$ cat src/rtl/anim_frame_sequencer.sv
// ---------------------------------------------------------------------------
// anim_frame_sequencer
//
// Frame-rate scheduler for animation playback. A runtime-programmable
// clock-enable divider paces the frame index. The index is driven by
// play/pause/step/stop commands. Everything runs on I_CLK; downstream logic
// advances one frame per frame_tick instead of using a derived clock.
//
// Ports:
//   I_CLK        clock
//   rst          synchronous, active-high reset
//   cmd_play     pulse: start or resume playback
//   cmd_pause    pulse: hold current frame and phase
//   cmd_step     pulse: advance one frame, then pause
//   cmd_stop     pulse: return to frame 0, clear phase
//   period_in    new frame period in I_CLK cycles (0 is treated as 1)
//   period_load  pulse: latch period_in and clear the phase counter
//   dir          0 = forward, 1 = reverse; sampled at each advance
//   loop         1 = wrap at the ends, 0 = halt at the ends
//   frame_idx    current frame (registered)
//   frame_tick   one-cycle pulse in the cycle after frame_idx changes
//   done         one-cycle pulse when an advance is blocked at an end
//   state        00 STOP, 01 PLAY, 10 PAUSE
// ---------------------------------------------------------------------------
module anim_frame_sequencer #(
  parameter int               DIV_W          = 24,
  parameter int               FRAME_W        = 4,
  parameter int               NUM_FRAMES     = 16,
  parameter logic [DIV_W-1:0] DEFAULT_PERIOD = 24'd5_000_000
) (
  input  logic               I_CLK,
  input  logic               rst,
  input  logic               cmd_play,
  input  logic               cmd_pause,
  input  logic               cmd_step,
  input  logic               cmd_stop,
  input  logic [DIV_W-1:0]   period_in,
  input  logic               period_load,
  input  logic               dir,
  input  logic               loop,
  output logic [FRAME_W-1:0] frame_idx,
  output logic               frame_tick,
  output logic               done,
  output logic [1:0]         state
);

  typedef enum logic [1:0] {
    ST_STOP  = 2'b00,
    ST_PLAY  = 2'b01,
    ST_PAUSE = 2'b10
  } state_t;

  localparam logic [FRAME_W-1:0] LAST_FRAME = FRAME_W'(NUM_FRAMES - 1);

  state_t             state_q;
  logic [DIV_W-1:0]   period_reg;
  logic [DIV_W-1:0]   count;
  logic [DIV_W-1:0]   period_new;
  logic               wrap;
  logic               step_only;
  logic               at_end;
  logic               advance;
  logic [FRAME_W-1:0] adv_idx;

  assign state = state_q;

  // A zero period would never wrap; it is coerced to one (advance every cycle).
  assign period_new = (period_in == '0) ? DIV_W'(1) : period_in;
  assign wrap       = (count == period_reg - 1'b1);

  // Step is lowest priority: any other command in the same cycle masks it.
  assign step_only  = cmd_step & ~cmd_play & ~cmd_pause & ~cmd_stop;

  // NOTE: every signal written in an always_comb gets a default first, so no
  // path leaves it unassigned and no latch is inferred.
  always_comb begin
    at_end  = dir ? (frame_idx == '0) : (frame_idx == LAST_FRAME);
    adv_idx = frame_idx;
    if (!dir) adv_idx = at_end ? '0 : frame_idx + 1'b1;
    else      adv_idx = at_end ? LAST_FRAME : frame_idx - 1'b1;

    advance = 1'b0;
    case (state_q)
      ST_PLAY:           advance = wrap & ~cmd_pause & ~cmd_stop;
      ST_STOP, ST_PAUSE: advance = step_only;
      default:           advance = 1'b0;
    endcase
  end

  // NOTE: sequential state uses non-blocking assignments so every register
  // samples the pre-edge values; later assignments in this block override
  // earlier ones (stop over state moves, period_load over count updates).
  always_ff @(posedge I_CLK) begin
    if (rst) begin
      state_q    <= ST_STOP;
      frame_idx  <= '0;
      count      <= '0;
      period_reg <= DEFAULT_PERIOD;
      frame_tick <= 1'b0;
      done       <= 1'b0;
    end else begin
      frame_tick <= 1'b0;
      done       <= 1'b0;

      if (cmd_stop) begin
        state_q   <= ST_STOP;
        frame_idx <= '0;
        count     <= '0;
      end else begin
        case (state_q)
          ST_STOP: begin
            if (!cmd_pause) begin
              if (cmd_play)      state_q <= ST_PLAY;
              else if (cmd_step) state_q <= ST_PAUSE;
            end
          end
          ST_PLAY: begin
            // Pause freezes the phase counter so resume keeps the phase.
            if (cmd_pause)  state_q <= ST_PAUSE;
            else if (wrap)  count   <= '0;
            else            count   <= count + 1'b1;
          end
          ST_PAUSE: begin
            if (!cmd_pause) begin
              if (cmd_play)      state_q <= ST_PLAY;
              else if (cmd_step) count   <= '0;
            end
          end
          default: state_q <= ST_STOP;
        endcase

        if (advance) begin
          if (at_end && !loop) begin
            // Blocked at an end: hold the frame, report done, park in PAUSE.
            done    <= 1'b1;
            state_q <= ST_PAUSE;
            count   <= '0;
          end else begin
            frame_idx  <= adv_idx;
            frame_tick <= 1'b1;
          end
        end
      end

      // Accepted alongside any command; a coincident wrap still advances.
      if (period_load) begin
        period_reg <= period_new;
        count      <= '0;
      end
    end
  end

endmodule

$ cat config.mk
export PLATFORM = sky130hd
export DESIGN_NAME = anim_frame_sequencer
export DESIGN_NICKNAME = d
export VERILOG_FILES = /design/src/rtl/anim_frame_sequencer.sv
export SDC_FILE = /design/constraint.sdc
export NUM_CORES = 1
export LEC_CHECK = 0
export ABC_AREA = 1
export BUFFER_PORTS_ARGS = -buffer_cell sky130_fd_sc_hd__buf_2
export CAP_MARGIN = 5
export CORE_UTILIZATION = 45
export DETAILED_ROUTE_END_ITERATION = 8
export HOLD_SLACK_MARGIN = 0.02
export PLACE_DENSITY_LB_ADDON = 0.05
export SETUP_SLACK_MARGIN = 0.5
export SLEW_MARGIN = 20
export SYNTH_ARGS = -nofsm -noshare
export SYNTH_HDL_FRONTEND = slang
export SYNTH_SLANG_ARGS = --single-unit
$ cat constraint.sdc
create_clock -name I_CLK -period 2.88 [get_ports I_CLK]
set_clock_uncertainty 0.2 [all_clocks]
set_input_delay 0.432 -clock I_CLK [delete_from_list [all_inputs] [get_ports I_CLK]]
set_output_delay 0.432 -clock I_CLK [all_outputs]
set_load 0.05 [all_outputs]
-- Yosys cells after proc, flatten, opt, wreduce, memory -nomap -nowiden
Index checks and enable logic that the tools add are counted.
- bits in registers: 56
- bits in latches: 0
- bits in writable memories: 0
- ROM bits: 0
- input port bits: 33
- output and inout bits: 8
- logic and storage cells: 59
- memories: 0
- $add $sub $neg: 4
- multipliers: 0
- div/mod/pow operators: 0
- $lt $le $gt $ge: 0
- equal/unequal tests: 4
- shift-type cells: 0
- multiplexer cells: 25
- bitwise gates (word level): 10
- reduce and logical (&&, ||, !) cells: 10
- operator list (kind ; count):
    24-bit 2-to-1 mux ; 8
    24-bit one-hot mux with 2 select lines ; 1
    24-bit by 1-bit adder with 24-bit output (second input constant) ; 1
    24-bit equality test ; 1
    24-bit zero test ; 1
    24-bit by 1-bit subtractor with 24-bit output (second input constant) ; 1
    2-bit 2-to-1 mux ; 8
    4-bit 2-to-1 mux ; 3
    2-bit one-hot mux with 3 select lines ; 1
    3-bit OR reduction ; 2
    1-bit bitwise AND ; 5
    1-bit inverter ; 5
    4-bit by 1-bit adder with 4-bit output (second input constant) ; 1
    4-bit equality test (second input constant) ; 1
    4-bit zero test ; 1
    2-bit OR reduction ; 2
    4-bit by 1-bit subtractor with 4-bit output (second input constant) ; 1
    1-bit 2-to-1 mux ; 3
    2-bit by 1-bit equality test with 1-bit output (second input constant) ; 1
    2-bit equality test (second input constant) ; 1
    2-bit zero test ; 1
    1-bit one-hot mux with 2 select lines ; 1
    2-bit AND reduction ; 1
    1-bit logical AND ; 1
    1-bit zero test ; 1

-- Longest topological paths before layout
Gate-level depths: netlist of run 1.
- depth in word-level cells: 7
- mapped depth: 19
- depth with buffers taken out: 18

-- Worst setup path before layout of run 1
No wires, ideal clock.
- path kind: reg-to-reg
- from: register state_q[0] (netlist: state[0])
- to: register count[14]
- library setup time: 0.111 ns
- arrival time: 2.158 ns
- data required time: 2.569 ns
- path slack: 0.412 ns
- cell stages (with the launch flop): 10
- path buffers: 1
- period minus slack after synthesis: 2.468 ns
- cells stage by stage: dfxtp_1 inv_1 ha_1 nor2_1 a21oi_1 nor4_4 nand3_4 nand3_4 buf_12 nor2_2
- longest elaborated chain between the ends: 4
- elaborated cells on any way between the ends: 8
- classes of those cells: eq/ne: 2; mux: 4; reduce/logical: 2
- RTL lines (item ; line ; text):
    start, declared ; 55 ; state_t state_q;
    start signal, assigned ; 95 ; state_q <= ST_STOP;
    start signal, assigned ; 106 ; state_q <= ST_STOP;
    start signal, assigned ; 113 ; if (cmd_play) state_q <= ST_PLAY;
    2-bit equality test (tied with other cells) ; 83, 110 ;
    24-bit one-hot mux with 2 select lines or 2-bit OR reduction (tied branches) ; 110, 83 ;
    24-bit 2-to-1 mux or 1-bit one-hot mux with 2 select lines (tied branches) ; 133, 83 ;
    24-bit 2-to-1 mux (*) ; 132 ; if (advance) begin
    end signal, assigned ; 121 ; else count <= count + 1'b1;
    end, declared ; 57 ; logic [DIV_W-1:0] count;
Every way passes the cells marked *; elsewhere a longest branch is shown, timed or not.
A chain may end at the register's enable or synchronous reset.

-- Worst setup path after layout of run 1
- from: register period_reg[3]
- to: register state_q[0] (netlist: state[0])
- longest elaborated chain between the ends: 6
- RTL lines (item ; line ; text):
    start, declared ; 56 ; logic [DIV_W-1:0] period_reg;
    start signal, assigned ; 147 ; period_reg <= period_new;
    24-bit by 1-bit subtractor with 24-bit output ; 69 ; assign wrap = (count == period_reg - 1'b1);
    24-bit equality test ; 69 ;
    1-bit bitwise AND (2 in a row) ; 84 ; ST_PLAY: advance = wrap & ~cmd_pause & ~cmd_stop;
    1-bit one-hot mux with 2 select lines ; 83 ; case (state_q)
    2-bit 2-to-1 mux ; 132 ;
    end signal, assigned ; 95 ;
    end signal, assigned ; 129 ; default: state_q <= ST_STOP;
    end signal, assigned ; 136 ; state_q <= ST_PAUSE;
Every way passes these cells.

==> summary by stage, run 1 <==
Synthesis
The synthesized design contains 56 register bits. The number of synthesized flops with an enable pin is 0. The xor and xnor fraction of the mapped netlist area is between 8 and 9%. The multiplexer share of the synthesized area is 0%. For this run, asynchronously set or reset flops after synthesis account for 0%. The cell count after synthesis is 730.

Summing every instance area after synthesis gives 4463 um2. The compound-gate portion of the synthesized area is 6.728%. During synthesis, Yosys emitted a total of 0 warnings. Each instance of the synthesized netlist takes up on average 6.114 um2. After synthesis, the largest family of logic cells by area is simple AND/OR/NAND/NOR gates.

Sequential elements use between 20% and 30% of the synthesized area. The net count of the mapped netlist is between 700 and 800. The synthesized netlist devotes 2.243% of its cell area to adder and majority cells. After Yosys synthesis, and, or, nand and nor cells account for between 40% and 50% of the synthesized area. The count of distinct cell types in the synthesized netlist is 36. For this run, the leading register cell type out of synthesis is sky130_fd_sc_hd__dfxtp_1.

STA
The number of max-slew violations in the final report is 0. Setup repair after global routing could not meet its margin everywhere. Subtracting the final worst setup slack from the clock period gives 2.517 ns. The hold violation count in the final report is 0. The maximum clock frequency is 397.3 MHz. The smallest setup slack after layout is 0.3628 ns. For the pin with the worst max-slew slack, the measured transition is 0.9415 ns. Measured against its own limit, the worst slew margin works out to 37.16%.

The setup TNS is 0 ns. The final-report setup violation count is 0. The post-route clock period utilization is 87.40%.

Hold path
The worst hold path cell count is 3. The path class of the tightest hold or removal check is in -> reg. For hold timing, the worst endpoint is period_reg[8]. The startpoint identified for the worst hold timing path is period_in[8].

Worst setup path
Across all register-to-register paths, the minimum setup slack is about 0.36 ns. The data arrival time of the critical path is 2.54 ns. The number of cell instances on the worst register-to-register path is 16. STA puts the critical path data required time at 2.90 ns. The startpoint identified for the worst register-to-register timing path is period_reg[3].

Of all nets on the critical path, the largest fanout is 5. STA classifies the critical path endpoint as a register. The type of the setup path with the least slack is reg -> reg. The worst setup path is launched from a register. The reg-to-reg critical path endpoint is state[0].

Clock tree
The maximum buffer depth of the clock tree is 2. After clock tree synthesis, the clock-pin slew on the worst setup and hold paths is 0.12 ns. The cell at the root of the clock tree is sky130_fd_sc_hd__clkbuf_8. The number of hold buffers added after CTS was 0. The number of buffers added by the clock tree synthesis step is 5. Clock latency on the worst-skew pair, taken at its later pin, is 0.32 ns. TritonCTS built the clock tree. For this design, the sink count on the clock tree is 56. The deepest level of the CTS H-tree is 2.

Power
The leakage power is 2.426 nW. IR analysis of the VDD net gives a maximum drop of 0.0002114 V. Power comes to 0.001963 W.

In this run the power density over the cells is 363.0 nW/um2.

Outcome
The flow ran to the end, and the final reports show no timing, DRC or antenna violations.

Drt
The number of nets with antenna violations after routing is 0. The number of design-rule violations left by the first detailed-router iteration is approximately 270. The number of DRC violations after detailed routing is 0.

For this block, wires on met1 add up to between 6000 and 7000 um. The vias per cell is 5.267. After detailed routing, no signal wire sits above met4. For this block, the routed nets add up to 13210 um of wire.

The wire length per cell is 14.39 um. The met2 layer wire length in the routed design is 5898 um. The met3 wire length is 649 um. The number of iterations in the first detailed-routing pass is 5. The routed via count is 4835.

Die
Pin placement for this block handled 41 I/O pins. The die covers between 10000 and 15000 um2. The floorplan row count is 35.

The initial standard-cell utilization of the core is 47.40%. The die is ~100 um wide. The die is between 100 and 150 um tall.

After floorplanning, the core was sized to cover 9415 um2.

Final layout
The count of nets after finishing is 829. The library cell used most frequently in the layout, excluding fill and tap cells, is sky130_fd_sc_hd__nand2_1. The signed area change from the synthesized netlist to the final layout is 21.19%.

The ratio of cells with drive above 1 in the final layout is 21.42%. The final core area utilization is 57.45%. The repair_antennas step left the layout with diodes totalling 0. The top cell types in the final layout, fill and taps aside, are sky130_fd_sc_hd__nand2_1, sky130_fd_sc_hd__inv_1, sky130_fd_sc_hd__nor2_1, sky130_fd_sc_hd__nand4_1, sky130_fd_sc_hd__dfxtp_1. The number of inserted filler cells in the final layout is 913.

GRT
The initial antenna violation count is 0. The number of global-route vias before repair is 4298. The global routing usage summed across all routing layers is 26.33%. The largest net degree at the start of global routing is 34.

The total overflow left after global routing is 0. The first global-routing pass estimated 21290 um of wire.

Flow run
Across the run, the number of max-cap violations was 0.

Placed design
The HPWL after detailed placement is roughly 9300 um. The global placement routability congestion is about 0.9. The number of port buffers is 40. The pre-CTS setup slack is around 0.13 ns.
-- synthesized netlist by cell type, types with 3 or more instances --
master | n | area share (%)
sky130_fd_sc_hd__nor2_4 | 4 | 1.0
sky130_fd_sc_hd__nand4_1 | 45 | 6.3
sky130_fd_sc_hd__nand2_1 | 189 | 16
sky130_fd_sc_hd__nand3_1 | 42 | 4.7
sky130_fd_sc_hd__nor2_2 | 26 | 3.6
sky130_fd_sc_hd__xor2_1 | 28 | 5.5
sky130_fd_sc_hd__nor2_1 | 90 | 7.6
sky130_fd_sc_hd__dfxtp_1 | 56 | 25
sky130_fd_sc_hd__nor4_1 | 6 | 0.84
sky130_fd_sc_hd__nor3_1 | 10 | 1.1
sky130_fd_sc_hd__nand3b_1 | 4 | 0.67
sky130_fd_sc_hd__o211ai_1 | 3 | 0.50
sky130_fd_sc_hd__a21oi_1 | 18 | 2.0
sky130_fd_sc_hd__clkbuf_1 | 15 | 1.3
sky130_fd_sc_hd__ha_1 | 8 | 2.2
sky130_fd_sc_hd__o21ai_0 | 29 | 3.3
sky130_fd_sc_hd__xnor2_1 | 15 | 2.9
sky130_fd_sc_hd__inv_1 | 116 | 9.8
-- per-layer routing --
| layer | up-vias | track usage (%) |
|---|---|---|
| met3 | 10 | 3.589 |
| met4 | 0 | 6.800 |
| met2 | 123 | 42.10 |
| li1 | 2439 | - |
| met1 | 2263 | 37.07 |
| met5 | - | 0 |
-- metrics by stage --
step	hold slack, ns	instance area, um2	std cells
6_report	0.1298	5409	918
5_1_grt	0.1415	5409	918
4_1_cts	0.1366	5152	906
3_5_place_dp	0.3229	4777	888
3_3_place_gp	0.3057	4777	888
2_1_floorplan	0.2780	4466	730
-- final cells by class --
class / instances / area, um2 / area share, %
clock inverters: 3 / 90.09 / 1.666
inverters: 116 / 437.9 / 8.096
flip-flops and latches: 56 / 1139 / 21.05
multi-input cells: 540 / 3027 / 55.96
repair buffers: 69 / 485.5 / 8.975
well taps: 129 / 161.4 / 2.984
clock buffers: 5 / 68.82 / 1.272
-- logic make-up (layout without fill, tap and decap cells) --
family,after synthesis,in the layout
AO/OA/AOI/OAI,56,56
flip-flops,56,56
XOR/XNOR,43,43
AND/OR/NAND/NOR,428,433
adder cells (fa/ha/maj),8,8
buffers and inverters,139,193
-- how the worst max path moves through the flow --
stage | start | end | slack (ns) | cells after the start
5_1_grt | period_reg[3] | state[0] | 0.28 | 16
3_5_place_dp | period_reg[0] | count[2] | 0.13 | 15
2_1_floorplan | state[0] | count[14] | 0.63 | 9
6_report | period_reg[3] | state[0] | 0.36 | 16
4_1_cts | period_reg[5] | count[10] | 0.47 | 15
3_3_place_gp | period_reg[5] | count[2] | 0.11 | 15
-- timing repair --
item / 4_1_cts / 5_1_grt
setup buffers: 5 / 10
pin swaps: 35 / 16
resized for setup: 37 / 35
gates cloned: 5 / 2
endpoints found under the setup margin: 32 / 32
hold endpoints to repair: 0 / 0
-- worst max-delay path, cell delays in order (launching register included) --
cell and delay, ns:
sky130_fd_sc_hd__dfxtp_2 0.35, sky130_fd_sc_hd__buf_6 0.12, sky130_fd_sc_hd__nor2_4 0.14, sky130_fd_sc_hd__nand2_4 0.10, sky130_fd_sc_hd__nor2_4 0.24, sky130_fd_sc_hd__nand3_2 0.11
sky130_fd_sc_hd__nand2_2 0.09, sky130_fd_sc_hd__nand2_2 0.06, sky130_fd_sc_hd__nor2_1 0.10, sky130_fd_sc_hd__nand2_1 0.10, sky130_fd_sc_hd__nor2_2 0.13, sky130_fd_sc_hd__nand3_2 0.12
sky130_fd_sc_hd__nand2_4 0.12, sky130_fd_sc_hd__nand3_4 0.15, sky130_fd_sc_hd__buf_4 0.20, sky130_fd_sc_hd__nand3_2 0.05, sky130_fd_sc_hd__inv_1 0.03
-- power by group --
part | internal (W) | switching [W] | total, W
Clock | 0.000435 | 0.000291 | 0.000726
Combinational | 0.000145 | 0.000250 | 0.000395
Sequential | 0.000802 | 0.0000405 | 0.000842
(Power assumes the default switching activity.)
==> run 2: changes to the inputs <==
--- a/config.mk
+++ b/config.mk
@@ -8,7 +8,7 @@
 export ABC_AREA = 1
 export BUFFER_PORTS_ARGS = -buffer_cell sky130_fd_sc_hd__buf_2
 export CAP_MARGIN = 5
-export CORE_UTILIZATION = 45
+export CORE_UTILIZATION = 55
 export DETAILED_ROUTE_END_ITERATION = 8
 export HOLD_SLACK_MARGIN = 0.02
 export PLACE_DENSITY_LB_ADDON = 0.05
==> run 2 against run 1 <==
Via count down 0.85%; worst hold slack improved by 0.0061 ns; critical path type unchanged; final area shrank 2.5%; largest cell class unchanged; worst setup slack better by 0.047 ns.
==> summary by stage, run 2 (synthesized netlist as in run 1, its figures left out) <==
Outcome
The run finished with clean final reports.

Die
The die height is 92.08 um (-9.4%). The initial standard-cell utilization of the core came to 57.16% (+9.8 points). The boundary pin count is 41 (unchanged). The overall die area is 8479 um2 (-18%).

The floorplan core area is 7807 um2 (-17%). The floorplan row count was 32 (-8.6%). The width of the die is 92.08 um (-9.4%).

Power
The part of the power in registers is 49.2% (+6.3 points). The leakage power is 2.380 nW (-1.9%). The net switching share of the total power came to 33.16% (+3.5 points).

The switching power of the nets was 0.0005679 W (-2.4%). The maximum vdd ir drop came to 0.0001922 V (-9.1%). The clock share of power is 27.2% (-9.8 points). The internal power consumption is 0.001145 W (-17%).

The power density normalized to cell area is 324.8 nW/um2 (-11%). The proportion of power drawn by combinational gates came to 23.6% (+3.5 points).

Clock tree
The latest clock arrival within the worst-skew pair is 0.31 ns (about the same). The clock input transition at the sequential cells of the worst setup and hold paths is 0.11 ns (about the same). The deepest level of the CTS H-tree is 2 (unchanged). The number of clock sinks seen by CTS came to 56 (unchanged).

The cell at the root of the clock tree is sky130_fd_sc_hd__clkbuf_8. The number of buffers added by the clock tree synthesis step was 5 (unchanged). The TritonCTS clock tree is built. The maximum buffer depth of the clock tree is 2 (unchanged).

STA
The maximum clock frequency is 404.8 MHz (+1.9%). The post-route clock period utilization is 85.78% (-1.6 points). The smallest setup slack after layout is 0.4096 ns (+0.04674 ns). The worst-margin pin slew was 0.8857 ns (-0.05579 ns). The setup TNS came to 0 ns (unchanged). The hold violation count in the final report was 0 (unchanged). The worst relative slew slack came to 40.89% (+3.7 points). Setup repair after global routing could not meet its margin everywhere.

The number of max-slew violations in the final report came to 0 (unchanged). The final-report setup violation count is 0 (unchanged). The time the final worst path needs with I/O delays and setup is 2.470 ns (-0.04674 ns).

GRT
The wire length of the first global-routing pass is 21070 um (-1.0%). The total overflow reported by the global router came to 0 (unchanged). The number of global-route vias before repair is 4421 (+2.9%). The initial antenna violation count is 0 (unchanged).

The global routing usage summed across all routing layers was 31.17% (+4.8 points). The largest net degree at the start of global routing came to 34 (unchanged).

Worst setup path
The critical path required time was 2.89 ns (about the same). STA classifies the critical path endpoint as a register. The type of the setup path with the least slack is reg -> reg.

The worst setup path startpoint is period_reg[5]. The number of cell instances on the worst register-to-register path is 13 (-3). The data arrival time of the critical path is 2.48 ns (-0.06 ns). The highest net fanout along the worst path was 6 (+1). The reg-to-reg critical path endpoint is count[19]. The reg-to-reg setup timing slack was 0.41 ns (+0.05 ns). The worst setup path is launched from a register.

The startpoint identified for the worst register-to-register timing path is period_reg[5].

Final layout
The signed area change from the synthesized netlist to the final layout is 18.14%. The ratio of cells with drive above 1 in the final layout is 20.53% (-0.89 points). The area of combinational cells with multiple inputs is 3040 um2 (+0.45%). The count of nets after finishing came to 829 (unchanged).

The top cell types in the final layout, fill and taps aside, are sky130_fd_sc_hd__nand2_1, sky130_fd_sc_hd__inv_1, sky130_fd_sc_hd__nor2_1, sky130_fd_sc_hd__dfxtp_1, sky130_fd_sc_hd__nand4_1. The commonest non-fill, non-tap cell in the layout is sky130_fd_sc_hd__nand2_1. The number of inserted filler cells in the final layout is 741 (-19%).

The sequential cell area is 1141 um2 (+0.22%). The diode insertion count for antenna repair came to 0 (unchanged).

Drt
The number of iterations in the first detailed-routing pass is 5 (unchanged). The vias per cell is 5.380 (+2.2%). The wire length reported by the detailed router is 12790 um (-3.2%). The number of DRC violations after detailed routing is 0 (unchanged). The routed via count is 4794 (-0.85%). The number of nets with antenna violations after routing is 0 (unchanged). The number of design-rule violations left by the first detailed-router iteration is 304 (+12%).

The wire length per cell is 14.35 um (-0.24%).

Placed design
The global placement routability congestion is 0.9094 (+1.1%). The HPWL after detailed placement is 9023 um (-2.5%). The pre-CTS setup slack is 0.1986 ns (+0.06373 ns). The number of port buffers is 40 (unchanged).

Hold path
The min-delay analysis places its worst path in the category in -> reg. For hold timing, the worst endpoint is period_reg[8]. The origin of the worst min-delay path is period_in[8]. The worst hold path cell count is 3 (unchanged).

Flow run
The number of max-cap violations was 0 (unchanged).
[run 2: what timing repair did]
item	in CTS	in global routing
hold buffers	0	0
setup endpoints to repair	31	32
buffers inserted	9	9
cloned	5	0
resized for setup	43	29
pin swaps	19	39
[run 2: cell type report]
cell class              count  area share (%)
clock buffers               8           1.709
flip-flops and latches     56           21.64
inverters                 116           8.353
repair buffers             69           8.211
well taps                 102           2.420
multi-input cells         540           57.66
[run 2: worst max-delay path by stage]
stage	to	slack [ns]	depth (start not counted)
2_1_floorplan	count[14]	0.63	9
3_3_place_gp	count[1]	0.25	12
3_5_place_dp	count[1]	0.20	12
4_1_cts	count[4]	0.50	15
5_1_grt	count[7]	0.28	13
6_report	count[19]	0.41	13
[run 2: routing by layer]
layer  global-route usage, %  vias up  wire length [um]
li1                        -     2440                 -
met1                   42.13     2200              6035
met2                   50.44      134              5848
met3                   4.726       20               613
met4                   10.55        0               291
met5                       0        -                 0
[run 2: stage by stage]
| stage | util, % | hold slack [ns] | instances | cell area (um2) | total power (W) |
|---|---|---|---|---|---|
| global route | 67.53 | 0.1485 | 891 | 5273 | 0.001803 |
| finish | 67.53 | 0.1359 | 891 | 5273 | 0.001712 |
| floorplan | - | 0.2780 | 730 | 4466 | 0.001080 |
| global placement | 60.66 | 0.3079 | 860 | 4736 | 0.001167 |
| CTS | 65.21 | 0.1339 | 882 | 5091 | 0.001676 |
| detailed placement | 60.66 | 0.3184 | 860 | 4736 | 0.001173 |
[run 2: critical path, stage by stage, from the launching register on]
cell                      delay (ns)
sky130_fd_sc_hd__dfxtp_2        0.35
sky130_fd_sc_hd__buf_6          0.13
sky130_fd_sc_hd__nor2_4         0.19
sky130_fd_sc_hd__nand2_4        0.09
sky130_fd_sc_hd__nor2_4         0.17
sky130_fd_sc_hd__buf_6          0.13
sky130_fd_sc_hd__xor2_2         0.16
sky130_fd_sc_hd__nand4_1        0.14
sky130_fd_sc_hd__nor2_2         0.13
sky130_fd_sc_hd__nand3_2        0.14
sky130_fd_sc_hd__nand2_4        0.13
sky130_fd_sc_hd__nand3_4        0.16
sky130_fd_sc_hd__nand3_4        0.21
sky130_fd_sc_hd__nor2_2         0.06
[run 2: power by group through the flow]
stage	Clock [W]	Combinational [W]	Sequential, W
floorplan	0	0.000231	0.000849
global placement	0	0.000316	0.000851
detailed placement	0	0.000321	0.000852
CTS	0.000476	0.000362	0.000839
global route	0.000512	0.000445	0.000846
finish	0.000467	0.000403	0.000843
